File: src/rtl/instr_decode.sv
// instr_decode: falling-edge instruction decoder with EXEC/TARGET/SKIP sequencing.
// Define IFD_RET_STACK_EN to add a call/return stack; otherwise RTN skips the following word.
module instr_decode #(
   parameter int SIZE_LOG    = 8,
   parameter int STACK_DEPTH = 4
) (
   input  logic                clk,
   input  logic                rst,
   input  logic [SIZE_LOG-1:0] pc_addr,
   input  logic [7:0]          mem_data,
   input  logic                rr,
   output logic                pc_write,
   output logic [SIZE_LOG-1:0] pc_target,
   output logic                instr_valid,
   output logic [3:0]          instr_op,
   output logic [3:0]          instr_operand,
   output logic                jmp_flag,
   output logic                rtn_flag,
   output logic                flag_o,
   output logic                flag_f,
   output logic                stack_err
);
   localparam logic [1:0] EXEC = 2'd0, TARGET = 2'd1, SKIP = 2'd2;
   logic [1:0]          state_q, state_d;
   logic                valid_q, valid_d;
   logic [3:0]          op_q, op_d, operand_q, operand_d;
   logic                jmp_q, jmp_d, rtn_q, rtn_d, fo_q, fo_d, ff_q, ff_d;
   logic                pcw;
   logic [SIZE_LOG-1:0] tgt;
   logic [3:0]          op;
   assign op = mem_data[7:4];
`ifdef IFD_RET_STACK_EN
   localparam int SPW = $clog2(STACK_DEPTH + 1);
   localparam int IW  = (STACK_DEPTH > 1) ? $clog2(STACK_DEPTH) : 1;
   logic [SIZE_LOG-1:0] stk_q [STACK_DEPTH];
   logic [SPW-1:0]      sp_q, sp_d;
   logic                call_q, call_d, err_q, err_d, push, empty, full;
   logic [IW-1:0]       top_idx, push_idx;
   assign empty    = sp_q == '0;
   assign full     = sp_q == SPW'(STACK_DEPTH);
   assign top_idx  = IW'(sp_q - 1'b1);
   assign push_idx = IW'(sp_q);
   assign stack_err = err_q;
`else
   logic unused_pc;
   assign unused_pc = ^pc_addr;
   assign stack_err = 1'b0;
`endif
   always_comb begin
      state_d   = EXEC;
      valid_d   = 1'b0;
      op_d      = op_q;
      operand_d = operand_q;
      jmp_d     = 1'b0;
      rtn_d     = 1'b0;
      fo_d      = 1'b0;
      ff_d      = 1'b0;
      pcw       = 1'b0;
      tgt       = '0;
`ifdef IFD_RET_STACK_EN
      call_d    = call_q;
      sp_d      = sp_q;
      err_d     = err_q;
      push      = 1'b0;
`endif
      case (state_q)
         EXEC: begin
            valid_d   = 1'b1;
            op_d      = op;
            operand_d = mem_data[3:0];
            fo_d      = op == 4'h0;
            ff_d      = op == 4'hF;
            jmp_d     = op == 4'hC;
            rtn_d     = op == 4'hD;
            if (op == 4'hC) begin
               state_d = TARGET;
`ifdef IFD_RET_STACK_EN
               call_d  = mem_data[0];
`endif
            end else if (op == 4'hE) begin
               state_d = rr ? EXEC : SKIP;
            end else if (op == 4'hD) begin
`ifdef IFD_RET_STACK_EN
               if (!empty) begin
                  pcw  = 1'b1;
                  tgt  = stk_q[top_idx];
                  sp_d = sp_q - 1'b1;
               end else begin
                  err_d   = 1'b1;
                  state_d = SKIP;
               end
`else
               state_d = SKIP;
`endif
            end
         end
         TARGET: begin
            pcw = 1'b1;
            tgt = mem_data[SIZE_LOG-1:0];
`ifdef IFD_RET_STACK_EN
            // A full stack drops the return address but the jump still happens.
            if (call_q) begin
               if (full) err_d = 1'b1;
               else begin
                  push = 1'b1;
                  sp_d = sp_q + 1'b1;
               end
            end
`endif
         end
         default: ;
      endcase
   end
   assign pc_write  = pcw & rst;
   assign pc_target = pc_write ? tgt : '0;
   always_ff @(negedge clk or negedge rst) begin
      if (!rst) begin
         state_q   <= EXEC;
         valid_q   <= 1'b0;
         op_q      <= '0;
         operand_q <= '0;
         jmp_q     <= 1'b0;
         rtn_q     <= 1'b0;
         fo_q      <= 1'b0;
         ff_q      <= 1'b0;
`ifdef IFD_RET_STACK_EN
         call_q    <= 1'b0;
         sp_q      <= '0;
         err_q     <= 1'b0;
`endif
      end else begin
         state_q   <= state_d;
         valid_q   <= valid_d;
         op_q      <= op_d;
         operand_q <= operand_d;
         jmp_q     <= jmp_d;
         rtn_q     <= rtn_d;
         fo_q      <= fo_d;
         ff_q      <= ff_d;
`ifdef IFD_RET_STACK_EN
         call_q    <= call_d;
         sp_q      <= sp_d;
         err_q     <= err_d;
`endif
      end
   end
`ifdef IFD_RET_STACK_EN
   always_ff @(negedge clk) begin
      if (push) stk_q[push_idx] <= pc_addr + 1'b1;
   end
`endif
   assign instr_valid   = valid_q;
   assign instr_op      = op_q;
   assign instr_operand = operand_q;
   assign jmp_flag      = jmp_q;
   assign rtn_flag      = rtn_q;
   assign flag_o        = fo_q;
   assign flag_f        = ff_q;
endmodule

File: config.mk
export PLATFORM = sky130hd
export DESIGN_NAME = instr_decode
export DESIGN_NICKNAME = d
export VERILOG_FILES = /design/src/rtl/instr_decode.sv
export SDC_FILE = /design/constraint.sdc
export NUM_CORES = 1
export LEC_CHECK = 0
export ABC_AREA = 1
export CORE_ASPECT_RATIO = 0.75
export CORE_MARGIN = 5
export CORE_UTILIZATION = 30
export CTS_BUF_LIST = sky130_fd_sc_hd__clkbuf_16
export DETAILED_ROUTE_END_ITERATION = 10
export PLACE_DENSITY = 0.79
export SYNTH_ARGS = -nofsm -noshare
export SYNTH_HDL_FRONTEND = slang
export SYNTH_SLANG_ARGS = --single-unit
File: constraint.sdc
create_clock -name clk -period 1.21 [get_ports clk]
set_clock_uncertainty 0.2 [all_clocks]
set_input_delay 0.363 -clock clk [delete_from_list [all_inputs] [get_ports clk]]
set_output_delay 0.363 -clock clk [all_outputs]
set_load 0.05 [all_outputs]
==> results.txt, run 1 <==
Placed insts: 136
Post-layout net count: 147
Min-delay src: instr_op[3]$_DFFE_NN0P_
CTS sink count: 14
Sequential power share: 0.314
Hold path cells: 2
Final std cells w/o fill: 150
Skew-Pair Late Insertion Delay: 280 ps
Commonest non-fill, non-tap cells in the layout: buf_12, dfrtn_1, buf_6
Psw: 523 uW
Layout cell share with drive strength beyond 1: 0.794
Io pins: 42
Status: finished, violations left
Vias per inst: 4.74
RSZ-0062 raised after global routing: true
Mapped cell area: 616 sq um
Tightest Hold Check Type: reg -> reg
Crit end category: output pin
RR Endpoint: state_q[1]$_DFF_NN0_
FP Rows: 14
Slew Limit Fails: 0
CTS max path bufs: 2
Setup ws final: -1260 ps
Clock Power Share: 0.371
Routed WL per cell: 18.9 um
Total wire length: 2.84 mm
TritonCTS clock tree: built
Maximum capacitance violations: 0
Vias: 711
Failing checks: negative setup slack
Vias in the first global route: 879
Initial antenna violation count: 0
CP cell instances: nand3_4, buf_12, nor2_4, buf_12
Comb pwr share: 0.315
CP bufs+invs: 2
Antenna-violating nets left: 0
Final hold vios: 0
Initial DRC count: 18
Synth Net Count: 86
ANT cells: 0
Congestion Overflow GR: 0
Drt pass-1 iters: 4
Critical path type: reg -> out
Drt drc: 0
PortBufs: 32
Post-synthesis cell type count: 14
Largest area contributor in the netlist: dfrtn_1
Most common cell after layout, fill and taps aside: buf_12
Largest net degree at the start of global routing: 15
Top area cells in the synthesized netlist: dfrtn_1, nand2_1, nor2_1, o21ai_1, inv_1
VDD IR max: 0.000933 V
Layout Utilization: 0.867
Total CTS buffers: 3
Reg-to-reg startpoint: state_q[0]$_DFF_NN0_
P_int: 1.20 mW
Layout fillers: 81
Height of the die: 49.2 um
H-tree levels: 1
Post-CTS Hold Fix Bufs: 0
DP HPWL: 1.39 mm
Worst R2R Setup Slack: -90 ps
Crit path max-delay family: flip-flops
Crit-path max FO: 4
Syn avg cell area: 9.19 sq um
R2R cell count: 4
Root Driver: clkbuf_16
Crit path DAT: 1900 ps
Starting density of the core: 0.311
Power consumption: 1.72 mW
Area growth, synth to finish: 179%
CP startpoint kind: register
Switching share of total power: 0.304
Placer Congestion: 0.757
CP peak stage delay: 470 ps
WP data required: 650 ps
Sequential fraction of the synthesis area: 0.569
Core area: 1980 sq um
Post-synthesis register bit count: 14
Yosys warning count: 0
First-pass GRT wire length: 4.69 mm
Die area: 3070 sq um
Tot GR Track Use: 0.201
LEAKAGE: 0.748 nW
WHS Endpoint: instr_op[3]$_DFFE_NN0P_
Most frequent CP cell: buf_12
Reg clk slew, reported paths: 40 ps
Syn Inst Count: 67
PwrDens: 1000 nW/um^2
Synth top area share: 0.569
Endpoints failing setup: 49
Slowest CP cell: dfrtn_1
Die width: 62.3 um
-- repair_timing --
item | CTS | global route
pin swaps | 18 | 5
setup buffers | 10 | 2
resized for setup | 81 | 14
cloned | 2 | 0
endpoints found under the setup margin | 49 | 49
-- worst max-delay path by stage --
stage / startpoint / end / cells after the start
after global routing: state_q[0]$_DFF_NN0_ / pc_target[2] / 4
after floorplan: state_q[0]$_DFF_NN0_ / pc_target[0] / 2
after CTS: state_q[0]$_DFF_NN0_ / pc_target[2] / 4
final: state_q[0]$_DFF_NN0_ / pc_target[2] / 4
after global placement: mem_data[4] / flag_o$_DFF_NN0_ / 4
after detailed placement: mem_data[4] / flag_o$_DFF_NN0_ / 4
-- registers in the layout, indices dropped and copies added (netlist names) --
register,count
flag_f,1
instr_operand,4
state_q,2
flag_o,1
instr_valid,1
instr_op,4
rtn_flag,1
-- area by class of cell --
| type | instances | area (sq um) | area share |
|---|---|---|---|
| clock buffer | 3 | 75.1 | 0.0438 |
| inverter | 11 | 77.6 | 0.0452 |
| multi-input combinational | 42 | 384 | 0.224 |
| sequential | 14 | 350 | 0.204 |
| tap | 24 | 30.0 | 0.0175 |
| timing repair buffer | 56 | 798 | 0.465 |
-- power by group through the flow --
stage	clock (mW)	sequential, mW	combinational [mW]
after floorplan	0	0.634	0.0975
after detailed placement	0	0.545	0.429
after global placement	0	0.545	0.422
final	0.639	0.541	0.542
after global routing	0.657	0.546	0.566
after CTS	0.610	0.542	0.512
-- metal layers --
layer,global-route usage,part of all wire,up-vias
li1,-,-,329
met1,0.224,0.38,344
met2,0.366,0.55,33
met3,0.0576,0.052,5
met4,0.0671,0.016,0
met5,0,0,-
-- worst min-delay path: stages (launching register included) --
cell and delay (ps):
dfrtn_1 450, nand2_1 80, o21ai_2 50
-- cells by family (layout without fill, tap and decap cells) --
kind of cell,after synthesis,count (layout),share of synthesized area
AND/OR/NAND/NOR,30,32,0.236
AO/OA/AOI/OAI,9,9,0.0854
flip-flops,14,14,0.569
buffers and inverters,13,70,0.104
other,1,1,0.00609
-- synthesized netlist by cell type --
| cell type | number |
|---|---|
| a21oi_2 | 1 |
| buf_4 | 1 |
| conb_1 | 1 |
| nand2_4 | 1 |
| dfrtn_1 | 14 |
| nor3_4 | 1 |
| nand3_2 | 2 |
| nand2_1 | 13 |
| o21ai_2 | 1 |
| inv_1 | 9 |
| inv_2 | 2 |
| o21ai_1 | 7 |
| buf_8 | 1 |
| nor2_1 | 13 |
-- per-stage QoR --
step           area (sq um)  setup WS (ps)  hold slack, ps  setup TNS, ps
6_report               1720          -1260             302         -27670
5_1_grt                1720          -1310             333         -29610
4_1_cts                1690          -1230             306         -27040
3_5_place_dp           1380           -984             303         -33370
3_3_place_gp           1380           -947             298         -32460
2_1_floorplan           704          -1390             294         -24480
Power figures use the tool's default switching activity.
==> inputs of run 2 (changes only) <==
CAP_MARGIN = 20   (was unset)
==> results of run 2 <==
Same layout as run 1: the final DEF is identical, and so are final timing and power.
==> inputs of run 3 (changes only) <==
CORE_ASPECT_RATIO = unset   (was 0.75)
REMOVE_ABC_BUFFERS = 1   (was unset)
SKIP_CTS_REPAIR_TIMING = 1   (was unset)
==> run 3 against run 2 <==
Effect of this change:
- the flow still finishes with violations (negative setup slack)
- largest power group unchanged
- highest routed layer unchanged
- final cell count fell by 1.3%
- final area fell by 5.7%
- first-iteration DRC count fell by 89%
- non-clock buffer count fell by 7
- combinational power fell by 9.8%
- critical path depth did not move
- flip-flop and latch count did not move
- via count fell by 4.5%
- global-route usage fell by 8.5 points
- core utilization fell by 4.2 points
==> results.txt, run 3 (synthesis gave the netlist of run 1 again) <==
Status: finished, violations left
Failing checks: negative setup slack
Min-delay src: state_q[1]$_DFF_NN0_
Maximum capacitance violations: 0 (unchanged)
Post-layout net count: 141 (-4.1%)
FP Rows: 16 (+2)
Layout cell share with drive strength beyond 1: 0.686 (-0.108)
Vias: 679 (-4.5%)
Slowest CP cell: dfrtn_1
Critical path type: reg -> out
First-pass GRT wire length: 2.84 mm (-39%)
Tot GR Track Use: 0.116 (-0.0847)
Largest net degree at the start of global routing: 18 (+3)
Layout Cell Area excl Fill: 1620 sq um (-5.7%)
VDD IR max: 0.000892 V (-4.4%)
Crit end category: output pin
Die area: 3060 sq um (-0.30%)
PortBufs: 32 (unchanged)
Worst setup path start: state_q[0]$_DFF_NN0_
Starting density of the core: 0.314 (+0.00278)
CP Depth: 4 (unchanged)
Skew-Pair Late Insertion Delay: 280 ps (about the same)
CTS sink count: 14 (unchanged)
Reg-to-reg startpoint: state_q[0]$_DFF_NN0_
TritonCTS clock tree: built
Reg clk slew, reported paths: 40 ps (about the same)
Total wire length: 2.40 mm (-15%)
R2R cell count: 10 (+6)
Initial DRC count: 2 (-16)
Drt pass-1 iters: 2 (-2)
Commonest non-fill, non-tap cells in the layout: buf_12, dfrtn_1, buf_4
CP startpoint kind: register
Hold path cells: 1 (-1)
Crit path DAT: 1880 ps (-20 ps)
Endpoints failing setup: 50 (+2.0%)
Placed cell areas: 1230 sq um (-11%)
Root Driver: clkbuf_16
Tightest Hold Check Type: reg -> reg
Area growth, synth to finish: 163%
CP cell instances: buf_6, nand3_4, nor2_4, buf_12
Power consumption: 1.67 mW (-3.2%)
Multi-input gate area: 403 sq um (+4.9%)
Crit-path max FO: 4 (unchanged)
Core area: 1960 sq um (-0.89%)
DP HPWL: 1.31 mm (-5.9%)
Most common cell after layout, fill and taps aside: buf_12
Die width: 55.3 um (-11%)
CP peak stage delay: 480 ps (about the same)
Drt drc: 0 (unchanged)
Antenna-violating nets left: 0 (unchanged)
Layout fillers: 112 (+38%)
H-tree levels: 1 (unchanged)
PwrDens: 1030 nW/um^2 (+2.6%)
Routed WL per cell: 16.2 um (-14%)
WP data required: 650 ps (about the same)
Placer Congestion: 0.747 (-1.4%)
Layout Utilization: 0.825 (-0.0420)
ANT cells: 0 (unchanged)
Setup ws final: -1240 ps (+20.6 ps)
Final hold vios: 0 (unchanged)
Vias in the first global route: 614 (-30%)
LEAKAGE: 0.753 nW (+0.69%)
Height of the die: 55.3 um (+12%)
RSZ-0062 raised after global routing: true
CP bufs+invs: 2 (unchanged)
Total CTS buffers: 3 (unchanged)
Flip-flop and latch area: 350 sq um (unchanged)
Slew Limit Fails: 0 (unchanged)
Initial antenna violation count: 0 (unchanged)
Io pins: 42 (unchanged)
Crit path max-delay family: flip-flops
Congestion Overflow GR: 0 (unchanged)
Vias per inst: 4.59 (-3.2%)
CTS max path bufs: 2 (unchanged)
-- run 3: final timing paths --
path	slack [ps]	to
max	-1240	pc_target[1]
min	250	instr_valid$_DFF_NN0_
max reg2reg	-570	instr_op[0]$_DFFE_NN0P_
min reg2reg	250	instr_valid$_DFF_NN0_
max in group asynchronous	-310	rtn_flag$_DFF_NN0_
min in group asynchronous	920	instr_op[2]$_DFFE_NN0P_
-- run 3: layout make-up --
type / count / area share
multi-input cells: 43 / 0.249
well taps: 27 / 0.0209
repair buffers: 49 / 0.432
clock buffers: 3 / 0.0464
flip-flops and latches: 14 / 0.217
clock inverters: 1 / 0.00232
inverters: 11 / 0.0333
-- run 3: metal layers --
metal,share of wire,global-route usage
met5,0,0
met4,0.012,0.0833
met3,0.050,0.0420
met2,0.59,0.198
met1,0.35,0.116
-- run 3: power breakdown --
part           leakage (nW)  switching [mW]  total, mW  internal [mW]
Clock                0.0385           0.195      0.632          0.437
Combinational         0.542           0.262      0.489          0.227
Sequential            0.173          0.0391      0.544          0.505
Total                 0.753           0.496       1.67           1.17
-- run 3: metrics by stage --
stage                     setup WS (ps)  std cells  setup TNS [ps]  hold WS (ps)
final                             -1240        148          -32260           247
after global routing              -1270        148          -33910           276
after CTS                         -1290        136          -30780           284
after detailed placement           -985        132          -31980           261
after global placement             -961        132          -31330           248
after floorplan                   -1630         65          -25800           226
